$ cat src/rtl/key_loader_pkg.sv
// Shared types and constants for the serial key loader.
// The parity option is selected with the KEY_LOADER_PARITY_EN macro.
package key_loader_pkg;

  localparam int DEFAULT_KEY_WIDTH = 3;

  typedef enum logic [2:0] {
    IDLE,
    SHIFT,
    CHECK,
    LOADED,
    ERROR
  } state_t;

endpackage

$ cat src/rtl/key_shift_reg.sv
// Shadow register and bit counter for the serial key loader.
// With KEY_LOADER_PARITY_EN the bit after the last data bit is kept as the parity bit.
module key_shift_reg
  import key_loader_pkg::*;
#(
  parameter int KEY_WIDTH = DEFAULT_KEY_WIDTH,
  parameter int CNT_W     = $clog2(KEY_WIDTH + 1)
) (
  input  logic                 clk,
  input  logic                 rst_n,
  input  logic                 clear,
  input  logic                 load,
  input  logic                 shift_en,
  input  logic                 bit_in,
  output logic [KEY_WIDTH-1:0] shadow,
  output logic [KEY_WIDTH-1:0] shadow_next,
  output logic [CNT_W-1:0]     count,
  output logic                 parity_bit
);

  // Shadow contents including the bit being accepted this cycle, so the
  // final data bit can reach key_out on the same edge that accepts it.
  always_comb begin
    shadow_next = shadow;
    for (int i = 0; i < KEY_WIDTH; i++) begin
      if (shift_en && (count == CNT_W'(i))) begin
        shadow_next[i] = bit_in;
      end
    end
  end

  // Counter saturates at KEY_WIDTH; a transfer at that point is the parity bit.
  always_ff @(posedge clk or negedge rst_n) begin
    if (!rst_n) begin
      shadow     <= '0;
      count      <= '0;
      parity_bit <= 1'b0;
    end else if (clear || load) begin
      shadow     <= '0;
      count      <= '0;
      parity_bit <= 1'b0;
    end else if (shift_en) begin
      if (count < CNT_W'(KEY_WIDTH)) begin
        shadow <= shadow_next;
        count  <= count + CNT_W'(1);
      end else begin
        parity_bit <= bit_in;
      end
    end
  end

endmodule

$ cat src/rtl/key_loader.sv
// Serial-to-parallel key loader for a logic-locked netlist.
// Define KEY_LOADER_PARITY_EN to accept a trailing even-parity bit and
// reject loads whose parity fails; otherwise error is tied low.
module key_loader
  import key_loader_pkg::*;
#(
  parameter int KEY_WIDTH = DEFAULT_KEY_WIDTH,
  parameter int CNT_W     = $clog2(KEY_WIDTH + 1)
) (
  input  logic                 clk,
  input  logic                 rst_n,
  input  logic                 start,
  input  logic                 clear,
  input  logic                 key_bit_valid,
  input  logic                 key_bit,
  output logic                 key_bit_ready,
  output logic [KEY_WIDTH-1:0] key_out,
  output logic                 key_valid,
  output logic                 busy,
  output logic                 error
);

  state_t               state;
  logic                 transfer;
  logic                 accept_start;
  logic [KEY_WIDTH-1:0] shadow;
  logic [KEY_WIDTH-1:0] shadow_next;
  logic [CNT_W-1:0]     count;
  logic                 parity_bit;

  assign transfer     = key_bit_valid && key_bit_ready;
  assign accept_start = start && !clear &&
                        ((state == IDLE) || (state == LOADED) || (state == ERROR));

`ifdef KEY_LOADER_PARITY_EN
  logic parity_phase;
  logic parity_ok;
  logic [KEY_WIDTH-1:0] unused_shadow_next;

  assign parity_phase       = (count == CNT_W'(KEY_WIDTH));
  assign parity_ok          = ~(^shadow ^ parity_bit);
  assign unused_shadow_next = shadow_next;
`else
  logic last_data;
  logic [KEY_WIDTH:0] unused_shadow_par;

  assign last_data         = (count == CNT_W'(KEY_WIDTH - 1));
  assign unused_shadow_par = {shadow, parity_bit};
  assign error             = 1'b0;
`endif

  key_shift_reg #(
    .KEY_WIDTH(KEY_WIDTH),
    .CNT_W    (CNT_W)
  ) u_shift (
    .clk        (clk),
    .rst_n      (rst_n),
    .clear      (clear),
    .load       (accept_start),
    .shift_en   (transfer && !clear),
    .bit_in     (key_bit),
    .shadow     (shadow),
    .shadow_next(shadow_next),
    .count      (count),
    .parity_bit (parity_bit)
  );

  // Load sequencing with all outputs registered; clear overrides everything.
  always_ff @(posedge clk or negedge rst_n) begin
    if (!rst_n) begin
      state         <= IDLE;
      key_out       <= '0;
      key_valid     <= 1'b0;
      busy          <= 1'b0;
      key_bit_ready <= 1'b0;
`ifdef KEY_LOADER_PARITY_EN
      error         <= 1'b0;
`endif
    end else if (clear) begin
      state         <= IDLE;
      key_out       <= '0;
      key_valid     <= 1'b0;
      busy          <= 1'b0;
      key_bit_ready <= 1'b0;
`ifdef KEY_LOADER_PARITY_EN
      error         <= 1'b0;
`endif
    end else begin
      case (state)
        IDLE, LOADED, ERROR: begin
          if (start) begin
            state         <= SHIFT;
            busy          <= 1'b1;
            key_bit_ready <= 1'b1;
            key_valid     <= 1'b0;
`ifdef KEY_LOADER_PARITY_EN
            error         <= 1'b0;
`endif
          end
        end
        SHIFT: begin
          if (transfer) begin
`ifdef KEY_LOADER_PARITY_EN
            if (parity_phase) begin
              state         <= CHECK;
              key_bit_ready <= 1'b0;
            end
`else
            if (last_data) begin
              state         <= LOADED;
              key_out       <= shadow_next;
              key_valid     <= 1'b1;
              busy          <= 1'b0;
              key_bit_ready <= 1'b0;
            end
`endif
          end
        end
        CHECK: begin
          busy          <= 1'b0;
          key_bit_ready <= 1'b0;
`ifdef KEY_LOADER_PARITY_EN
          if (parity_ok) begin
            state     <= LOADED;
            key_out   <= shadow;
            key_valid <= 1'b1;
            error     <= 1'b0;
          end else begin
            state     <= ERROR;
            key_out   <= '0;
            key_valid <= 1'b0;
            error     <= 1'b1;
          end
`else
          state <= IDLE;
`endif
        end
        default: begin
          state         <= IDLE;
          busy          <= 1'b0;
          key_bit_ready <= 1'b0;
        end
      endcase
    end
  end

endmodule

$ cat config.mk
export PLATFORM = sky130hd
export DESIGN_NAME = key_loader
export DESIGN_NICKNAME = d
export VERILOG_FILES = /design/src/rtl/key_loader_pkg.sv /design/src/rtl/key_shift_reg.sv /design/src/rtl/key_loader.sv
export SDC_FILE = /design/constraint.sdc
export NUM_CORES = 1
export LEC_CHECK = 0
export BUFFER_PORTS_ARGS = -buffer_cell sky130_fd_sc_hd__buf_2
export CAP_MARGIN = 15
export CORE_MARGIN = 4
export CORE_UTILIZATION = 30
export DETAILED_ROUTE_END_ITERATION = 8
export HOLD_SLACK_MARGIN = 0.08
export SYNTH_ARGS = -nofsm -noshare
export SYNTH_HDL_FRONTEND = slang
export SYNTH_SLANG_ARGS = --single-unit
export TNS_END_PERCENT = 20
$ cat constraint.sdc
create_clock -name clk -period 2.9 [get_ports clk]
set_clock_uncertainty 0.2 [all_clocks]
set_input_delay 0.435 -clock clk [delete_from_list [all_inputs] [get_ports clk]]
set_output_delay 0.435 -clock clk [all_outputs]
set_load 0.02 [all_outputs]
==> run metrics <==
maximum clock rate=about 570 MHz; DRT antenna net count=0; layout cell share with drive strength beyond 1=33.3%; number of vias per cell=between 4 and 5; hold path start=key_bit; antenna cells=0; vias in the first global route=about 490; Post-Place Cells=approximately 100; Crit path required time=2.85 ns; Final Setup Violations=0; P_leak=~0.38 nW; largest net degree at the start of global routing=12; syn avg cell area=between 10 and 15 um2; CTS max path bufs=2; status=completed; Final Hold Viols=0; total global routing track utilization=roughly 8.9%; crit path buf inv count=1; core area=approximately 0.0022 mm2; min cycle time layout=about 1.8 ns; Reg-to-Reg End=state[0]; Nets=91; Mapped Area=approximately 700 um2; DP Wirelength=just under 1 mm; post-synthesis adder-cell area fraction=10.7%; DP Area=approximately 760 um2; flops & latches, synth=11; CP Cell Sequence=inv_1 -> ha_1 -> and2b_1 -> a21oi_2 -> mux2_1; routed length per instance=11.6 um; HP Class=in -> reg; GRT Residual Overflow=0; r2r setup slk=1.15 ns; RSZ-0062 raised after global routing=false; clock slew at reported path FFs=around 0.080 ns; Slowest Stage Delay on Critical Path=~0.37 ns; crit path DAT=roughly 1.7 ns; Worst Setup End Kind=register; sequential element share of the synthesized area=39.1%; Design Area, Final=~800 um2; clock latency at the later pin of the worst-skew pair=about 0.26 ns; initial antenna violation count=0; site row count=17; CTS Buf Count=3; Synth Area in XOR/XNOR=around 1.2%; CTS root buf=clkbuf_4; Fillers=between 200 and 250; synth unique cells=25; Endpoint, Worst Hold=key_out[2]; vias=about 470; starting density of the core=31.8%; CTS Sinks=11; Crit Path Max Fanout=5; Compound-Gate Fraction of Synth Area=between 10% and 20%; Die ar.=0.00318 mm2; Critical Path Stages=5; R2R cell count=5; most frequent cells in the layout=dfrtp_1 (11), buf_2 (11), mux2i_1 (6), ha_1 (6); maxcap violations=0; die height=about 56 um; pwr/cell area=~430 mW/mm2; I/O pin count=13; Gate Count Post-Synth=66; Placer Congestion=approximately 0.78; Startpoint Class=register; final WL=between 1 and 1.5 mm; Layout Cells excl Fill=about 110; Crit path max-delay family=adder cells; PortBufs=11; number of H-tree levels=1; DRT iter0 DRCs=7; worst r2r src=state[0]; CTS tree=yes; Slew Viols, Final=0; Hold Crit Depth=3; setup_tns=0 ns; Die Wd=around 56 um; Residual DRC=0; largest family of logic cells by synthesized area=simple AND/OR/NAND/NOR gates; Synth Area in Simple Gates=18.3%; crit path max-delay cell type=ha_1; crit path kind=reg -> reg; Synthesized Nets=a little under 80; first-pass GRT wire length=about 2.2 mm; area growth from synthesis to layout=13.2%; VDD IR max=about 0.00022 V; Synthesis Warnings=0; Tcrit/Tclk final=60.4%; mux contribution to synthesized area=around a tenth; drt first pass iters=4
-- power by group --
part           internal, mW  leakage (nW)  total, mW  switching, mW
clock                0.0532        0.0150      0.106         0.0524
combinational        0.0296         0.219     0.0721         0.0425
sequential            0.159         0.151      0.165        0.00631
total                 0.242         0.385      0.343          0.101
-- per-layer routing --
metal | share of wire (%) | vias up | global-route usage [%]
li1 | - | 245 | -
met1 | 47 | 217 | 11.2
met2 | 48 | 6 | 13.9
met3 | 2.9 | 4 | 2.07
met4 | 1.5 | 0 | 5.08
met5 | 0 | - | 0
-- cell usage after synthesis --
cell,n,area [um2]
o211a_1,1,10.0
nand2_1,5,18.8
a211oi_2,3,37.5
mux2i_1,6,60.1
clkbuf_4,1,7.51
inv_1,5,18.8
dfrtp_1,11,275
a21oi_1,1,5.00
o21ai_1,2,10.0
and2b_1,1,7.51
nor3b_2,2,25.0
and4_1,1,8.76
xnor2_1,1,8.76
nor2_1,5,18.8
conb_1,1,3.75
o21bai_1,1,7.51
ha_1,6,75.1
buf_4,2,15.0
and2b_4,1,10.0
nor2_2,3,18.8
mux2_1,1,11.3
buf_6,1,11.3
nand3_1,2,10.0
nand3b_2,1,11.3
a21oi_2,2,17.5
-- through the flow --
stage	util (%)	power (mW)	hold slack, ns	setup WS (ns)
floorplan	-	0.223	-0.0606	1.24
global placement	34.3	0.240	0.123	1.16
detailed placement	34.3	0.241	0.121	1.16
CTS	36.0	0.347	0.260	1.14
global route	36.0	0.361	0.284	1.07
finish	36.0	0.343	0.263	1.15
-- how the worst max path moves through the flow --
stage,startpoint,to
after global placement,state[0],state[0]
after detailed placement,state[0],state[0]
after floorplan,state[0],state[0]
after global routing,state[1],key_out[2]
final,state[0],state[0]
after CTS,state[0],state[0]
-- tightest hold or removal path, cell delays in order --
cell     delay [ns]
buf_2          0.11
mux2i_1        0.07
nor2_1         0.08
-- timing repair --
item,in CTS,in global routing
setup buffers,0,0
hold buffers,1,0
resized for setup,0,0
endpoints found under the hold margin,11,0
-- area by class of cell --
cell class                      count  area, um2  area share [%]
Sequential cell                    11        275            34.6
Tap cell                           28       35.0            4.40
Timing Repair Buffer               12       65.1            8.18
Multi-Input combinational cell     46        375            47.2
Inverter                            5       18.8            2.36
Clock buffer                        4       26.3            3.30
-- logic make-up (layout without fill, tap and decap cells) --
kind of cell,after synthesis,after routing
compound gates,10,10
xor+xnor,1,1
fa+ha+maj,6,6
buf+inv,9,21
flops,11,11
mux,7,7
other cells,1,1
simple gates,21,21
-- registers in the layout, indices dropped and copies added, names as in the netlist --
| signal | flops |
|---|---|
| key_out | 3 |
| state | 2 |
| u_shift.count | 2 |
| u_shift.shadow | 2 |
| busy | 1 |
| key_valid | 1 |
Power figures use the tool's default switching activity.
